==> config.mk <==
export PLATFORM = sky130hd
export DESIGN_NAME = fetch_stage_flat
export DESIGN_NICKNAME = d
export VERILOG_FILES = /design/src/rtl/fetch_stage_if.sv /design/src/rtl/fetch_stage.sv /design/src/flat_wrapper.sv
export SDC_FILE = /design/constraint.sdc
export NUM_CORES = 1
export LEC_CHECK = 0
export CAP_MARGIN = 20
export CORE_AREA = 10 10 104 143
export CTS_BUF_LIST = sky130_fd_sc_hd__clkbuf_8
export DETAILED_ROUTE_END_ITERATION = 10
export DIE_AREA = 0 0 114 153
export GPL_TIMING_DRIVEN = 0
export PLACE_DENSITY = 0.89
export RECOVER_POWER = 50
export SLEW_MARGIN = 20
export SYNTH_ARGS = -nofsm -noshare
export SYNTH_HDL_FRONTEND = slang
export SYNTH_SLANG_ARGS = --single-unit
==> constraint.sdc <==
create_clock -name clk -period 2.1 [get_ports clk]
set_input_delay 0.21 -clock clk [delete_from_list [all_inputs] [get_ports clk]]
set_output_delay 0.21 -clock clk [all_outputs]
set_load 0.1 [all_outputs]
==> src/rtl/fetch_stage_if.sv <==
// Handshake bundle between the IF stage, the instruction memory and the ID stage.
// Perf counter signals exist only when FETCH_PERF_EN is defined.
interface fetch_stage_if;
    logic        stall_i;
    logic        redirect_i;
    logic [31:0] redirect_pc_i;
    logic [31:0] instr_addr_o;
    logic [31:0] inst_i;
    logic [31:0] if_pc_o;
    logic [31:0] if_pc4_o;
    logic [31:0] if_inst_o;
    logic        if_valid_o;
`ifdef FETCH_PERF_EN
    logic [31:0] perf_fetch_o;
    logic [31:0] perf_bubble_o;
`endif

    modport master (
        input  stall_i, redirect_i, redirect_pc_i, inst_i,
`ifdef FETCH_PERF_EN
        output perf_fetch_o, perf_bubble_o,
`endif
        output instr_addr_o, if_pc_o, if_pc4_o, if_inst_o, if_valid_o
    );

    modport slave (
        output stall_i, redirect_i, redirect_pc_i, inst_i,
`ifdef FETCH_PERF_EN
        input  perf_fetch_o, perf_bubble_o,
`endif
        input  instr_addr_o, if_pc_o, if_pc4_o, if_inst_o, if_valid_o
    );
endinterface

==> src/rtl/fetch_stage.sv <==
// Instruction fetch stage: owns the PC, tags the 1-cycle-latency memory word, and holds
// it across ID stalls. Optional perf counters are enabled by defining FETCH_PERF_EN.
module fetch_stage #(
    parameter logic [31:0] RESET_PC = 32'h0000_0000
) (
    input logic           clk,
    input logic           rst,
    fetch_stage_if.master bus
);

    typedef enum logic [0:0] {StFetch, StHold} state_e;

    state_e      state_q;
    logic [31:0] pc_q;
    logic [31:0] req_pc_q;
    logic        req_vld_q;
    logic [31:0] hold_q;

    assign bus.instr_addr_o = pc_q;
    assign bus.if_pc_o      = req_pc_q;
    assign bus.if_pc4_o     = req_pc_q + 32'd4;
    assign bus.if_inst_o    = (state_q == StHold) ? hold_q : bus.inst_i;
    assign bus.if_valid_o   = req_vld_q & ~bus.redirect_i;

    always_ff @(posedge clk) begin
        if (rst) begin
            pc_q      <= RESET_PC;
            req_pc_q  <= RESET_PC;
            req_vld_q <= 1'b0;
            hold_q    <= 32'h0;
            state_q   <= StFetch;
        end else if (bus.redirect_i) begin
            // The word arriving now belongs to the wrong path; req_vld_q kills it.
            pc_q      <= {bus.redirect_pc_i[31:2], 2'b00};
            req_pc_q  <= pc_q;
            req_vld_q <= 1'b0;
            state_q   <= StFetch;
        end else if (bus.stall_i) begin
            // Capture the word only on stall entry; memory keeps re-reading pc_q meanwhile.
            if (state_q == StFetch) begin
                hold_q  <= bus.inst_i;
                state_q <= StHold;
            end
        end else begin
            req_pc_q  <= pc_q;
            req_vld_q <= 1'b1;
            pc_q      <= pc_q + 32'd4;
            state_q   <= StFetch;
        end
    end

`ifdef FETCH_PERF_EN
    logic [31:0] perf_fetch_q;
    logic [31:0] perf_bubble_q;

    always_ff @(posedge clk) begin
        if (rst) begin
            perf_fetch_q  <= 32'h0;
            perf_bubble_q <= 32'h0;
        end else begin
            if (bus.if_valid_o && !bus.stall_i) perf_fetch_q <= perf_fetch_q + 32'd1;
            if (!bus.if_valid_o) perf_bubble_q <= perf_bubble_q + 32'd1;
        end
    end

    assign bus.perf_fetch_o  = perf_fetch_q;
    assign bus.perf_bubble_o = perf_bubble_q;
`endif

endmodule

==> src/flat_wrapper.sv <==
// flat-port wrapper written by rule: the top's interface ports become plain ports
module fetch_stage_flat 
#(
    parameter logic [31:0] RESET_PC = 32'h0000_0000
)
  (clk, rst, bus_stall_i, bus_redirect_i, bus_redirect_pc_i, bus_inst_i, bus_instr_addr_o, bus_if_pc_o, bus_if_pc4_o, bus_if_inst_o, bus_if_valid_o);
  fetch_stage_if bus_i ();
  input logic clk;
  input logic rst;
  input wire logic [$bits(bus_i.stall_i)-1:0] bus_stall_i;
  input wire logic [$bits(bus_i.redirect_i)-1:0] bus_redirect_i;
  input wire logic [$bits(bus_i.redirect_pc_i)-1:0] bus_redirect_pc_i;
  input wire logic [$bits(bus_i.inst_i)-1:0] bus_inst_i;
  output wire logic [$bits(bus_i.instr_addr_o)-1:0] bus_instr_addr_o;
  output wire logic [$bits(bus_i.if_pc_o)-1:0] bus_if_pc_o;
  output wire logic [$bits(bus_i.if_pc4_o)-1:0] bus_if_pc4_o;
  output wire logic [$bits(bus_i.if_inst_o)-1:0] bus_if_inst_o;
  output wire logic [$bits(bus_i.if_valid_o)-1:0] bus_if_valid_o;
  assign bus_i.stall_i = bus_stall_i;
  assign bus_i.redirect_i = bus_redirect_i;
  assign bus_i.redirect_pc_i = bus_redirect_pc_i;
  assign bus_i.inst_i = bus_inst_i;
  assign bus_instr_addr_o = bus_i.instr_addr_o;
  assign bus_if_pc_o = bus_i.if_pc_o;
  assign bus_if_pc4_o = bus_i.if_pc4_o;
  assign bus_if_inst_o = bus_i.if_inst_o;
  assign bus_if_valid_o = bus_i.if_valid_o;
  fetch_stage #(.RESET_PC(RESET_PC)) u_core (.clk(clk), .rst(rst), .bus(bus_i));
endmodule
==> reports/results.txt <==
Post-Syn Area - 0.00488 mm^2
Arr. time, crit path - 2.12 ns
Port Buffers - 187
unrepaired setup endpoints after global routing - true
H-tree levels - 3
FF-to-FF setup slack - -0.03 ns
global-route wire length before repair - 28,300 um
Yosys Warn Count - 0
worst hold path stage count - 2
setup tns final - -3.37 ns
Worst setup SP type - flop
Non-Filler Instances - 1,010
switch share - 0.409
final period utilization - 1.11
failing checks - setup timing
WP buf/inv - 2
num rows - 48
Worst R2R Start - u_core.bus.instr_addr_o[14]$_SDFFE_PP0N_
via count - 5,404
1st-iter DRT viols - 224
Max Cap Violations - 0
ANT nets after route - 0
# setup viols final - 25
Final GP Congestion - 0.898
Final Critical Period - 2.33 ns
io pins - 197
Largest delay share family, worst path - simple AND/OR/NAND/NOR gates
Post-synth EDFFs - 0
Inserted Clock Buffers - 9
TritonCTS clock tree - done
clock sink total - 94
Async SR Flop Fraction - 0
die area - 0.0174 mm^2
max_slew headroom - 0.174
kind of critical path - reg2out
worst hold endpoint - u_core.bus.instr_addr_o[17]$_SDFFE_PP0N_
share of cells above drive strength 1 - 0.321
VDD IR-drop max - 0.381 mV
later-pin clock latency in the skew report - 0.36 ns
DRC - 0
Die Y - 153 um
Place WS - -0.972 ns
max incr delay on CP - 0.38 ns
run status - finished, violations left
Total GRT Usage - 0.198
CP Cell Sequence - ha_4 > and3_4 > and4_4 > buf_8 > nand4_1 > xnor2_4 > buf_12
slowest CP cell - dfxtp_4
final worst slack - -0.232 ns
CTS Root Buffer Type - clkbuf_8
# diodes - 0
largest net degree at the start of global routing - 16
clock share of power - 0.258
Final Util - 0.697
Max Clk Rate - 429 MHz
initial antenna violation count - 1
Gate Count Post-Synth - 612
pwr dens - 632 mW/mm^2
Final Max Tran Viols - 0
Avg Cell Area, Syn - 7.97 um^2
via/cell ratio - 5.35
Psw - 2.21 mW
global route overflow - 0
WL/cell - 18.5 um
Placed Cells - 954
CP endpoint kind - primary output
Worst Tran Pin Value - 1.24 ns
Max clock buf depth - 2
required time worst endpoint - 1.89 ns
Hold Vio Cnt, Final - 0
Internal - 3.19 mW
Initial Util - 0.398
Pleak - 3.48 nW
Critical R2R Capture - u_core.bus.instr_addr_o[22]$_SDFFE_PP0N_
number of global-route vias before repair - 5,349
die width - 114 um
area post-placement - 0.00785 mm^2
#FFs+latches synth - 94
total power - 5.40 mW
Layout area overhead - 74.9%
Hold WS - 0.339 ns
Core Box Area - 0.0123 mm^2
DRT Wirelength - 18,700 um
combinational power share - 0.367
DRT Pass-1 Iters - 5
Max FO, Critical Path - 5
Worst R2R Path Depth - 5
sequential fraction of the synthesis area - 0.386
nets@finish - 925
Distinct cells, synth - 44
dominant synthesized flop cell - dfxtp_1
Seq pwr share - 0.375
Worst Min Path Start - rst
HP Class - in2reg
clk_skew - 0.0132 ns
detailed placement HPWL - 13,500 um
clock transition at the registers of the reported paths - 0.09 ns
Final Instance Area - 0.00853 mm^2
==> worst reg2reg max path, stage by stage (launching register included) <==
cell and delay, ns:
dfxtp_4 0.38, nand4_1 0.21, or4_4 0.59, buf_6 0.13
or4_4 0.47, a311oi_2 0.26
==> kinds of logic after synthesis <==
family,Yosys count,share of synthesized area
AOI/OAI and AO/OA,81,0.114
xor gates and xnor gates,38,0.0682
adders and majority gates,2,0.00513
buffers and inverters,64,0.0549
DFF,94,0.386
muxes,33,0.0759
other,1,0.000768
and+or+nand+nor,299,0.295
==> synth_stat cells (2+ instances only) <==
cell type | instances | area (um^2)
mux2_2 | 32 | 360
a2111oi_0 | 2 | 17.5
o2111a_1 | 4 | 45.0
nand4b_1 | 3 | 26.3
or4_1 | 6 | 45.0
nand2_1 | 80 | 300
xnor2_1 | 31 | 272
a311o_1 | 4 | 40.0
or3_1 | 7 | 43.8
and3_1 | 6 | 37.5
a211oi_1 | 10 | 75.1
and4_1 | 10 | 87.6
nor2b_1 | 7 | 43.8
clkbuf_1 | 36 | 135
o21ai_0 | 7 | 35.0
buf_1 | 4 | 15.0
ha_1 | 2 | 25.0
o31ai_1 | 4 | 30.0
nand2b_1 | 2 | 12.5
nor2_1 | 92 | 345
nand4_1 | 20 | 125
inv_1 | 13 | 48.8
buf_2 | 4 | 20.0
nor4bb_1 | 2 | 20.0
a311oi_1 | 13 | 114
xor2_1 | 7 | 61.3
nand3_1 | 18 | 90.1
buf_4 | 6 | 45.0
dfxtp_1 | 94 | 1880
nor3_1 | 40 | 200
a21oi_1 | 33 | 165
==> worst max path at each step <==
stage,startpoint,endpoint,slack (ns),cells past startpoint
after floorplan,u_core.bus.if_pc_o[2]$_SDFFE_PP0N_,bus_if_pc4_o[26],-0.35,6
after global placement,u_core.bus.if_pc_o[3]$_SDFFE_PP0N_,bus_if_pc4_o[31],-0.97,6
after detailed placement,u_core.bus.if_pc_o[3]$_SDFFE_PP0N_,bus_if_pc4_o[31],-0.97,6
after CTS,u_core.bus.if_pc_o[2]$_SDFFE_PP0N_,bus_if_pc4_o[28],-0.30,7
after global routing,u_core.bus.if_pc_o[2]$_SDFFE_PP0N_,bus_if_pc4_o[28],-0.32,7
final,u_core.bus.if_pc_o[2]$_SDFFE_PP0N_,bus_if_pc4_o[28],-0.23,7
==> metal layers <==
metal / global-route usage / part of all wire
met1: 0.199 / 0.35
met2: 0.360 / 0.54
met5: 0 / 0.00069
met4: 0.0832 / 0.035
met3: 0.0638 / 0.080
==> sequential cells by signal, summed over array words and instances (netlist names) <==
name	flops
u_core.bus.if_pc_o	30
u_core.hold_q	32
u_core.req_vld_q	1
u_core.bus.instr_addr_o	30
u_core.state_q	1
==> timing repair <==
| item | in CTS | in global routing |
|---|---|---|
| cloned | 2 | 0 |
| setup buffers | 19 | 22 |
| setup endpoints to repair | 125 | 88 |
| pin swaps | 26 | 27 |
| endpoints found under the hold margin | 0 | 0 |
| hold buffers | 0 | 0 |
| resized for setup | 463 | 33 |
==> layout by cell type, fill, tap and decap left out, types with 12 or more instances in the layout <==
master and n:
mux2_2 32, xnor2_4 23, clkbuf_1 29, buf_2 33
buf_12 24, dlygate4sd2_1 60, nand4_1 20, nand2_1 78
inv_1 17, dfxtp_4 41, dfxtp_1 40, clkdlybuf4s50_1 62
a21oi_1 33, nor3_1 38, dfxtp_2 13, buf_4 41
nor2_1 91, a311oi_1 12
==> power groups by stage <==
| stage | logic (mW) | registers (mW) | clock network (mW) |
|---|---|---|---|
| 2_1_floorplan | 0.992 | 2.53 | 0 |
| 3_3_place_gp | 1.95 | 2.07 | 0 |
| 3_5_place_dp | 1.96 | 2.08 | 0 |
| 4_1_cts | 1.96 | 2.02 | 1.42 |
| 5_1_grt | 2.06 | 2.04 | 1.49 |
| 6_report | 1.98 | 2.02 | 1.39 |
==> cell type report <==
type / count / area (um^2)
clock buffers: 9 / 124
repair buffers: 229 / 2230
multi-input cells: 459 / 3460
flip-flops and latches: 94 / 2050
clock inverters: 7 / 109
inverters: 14 / 52.6
plain buffers: 48 / 322
fillers: 921 / 3720
well taps: 150 / 188
Power figures use the tool's default switching activity.
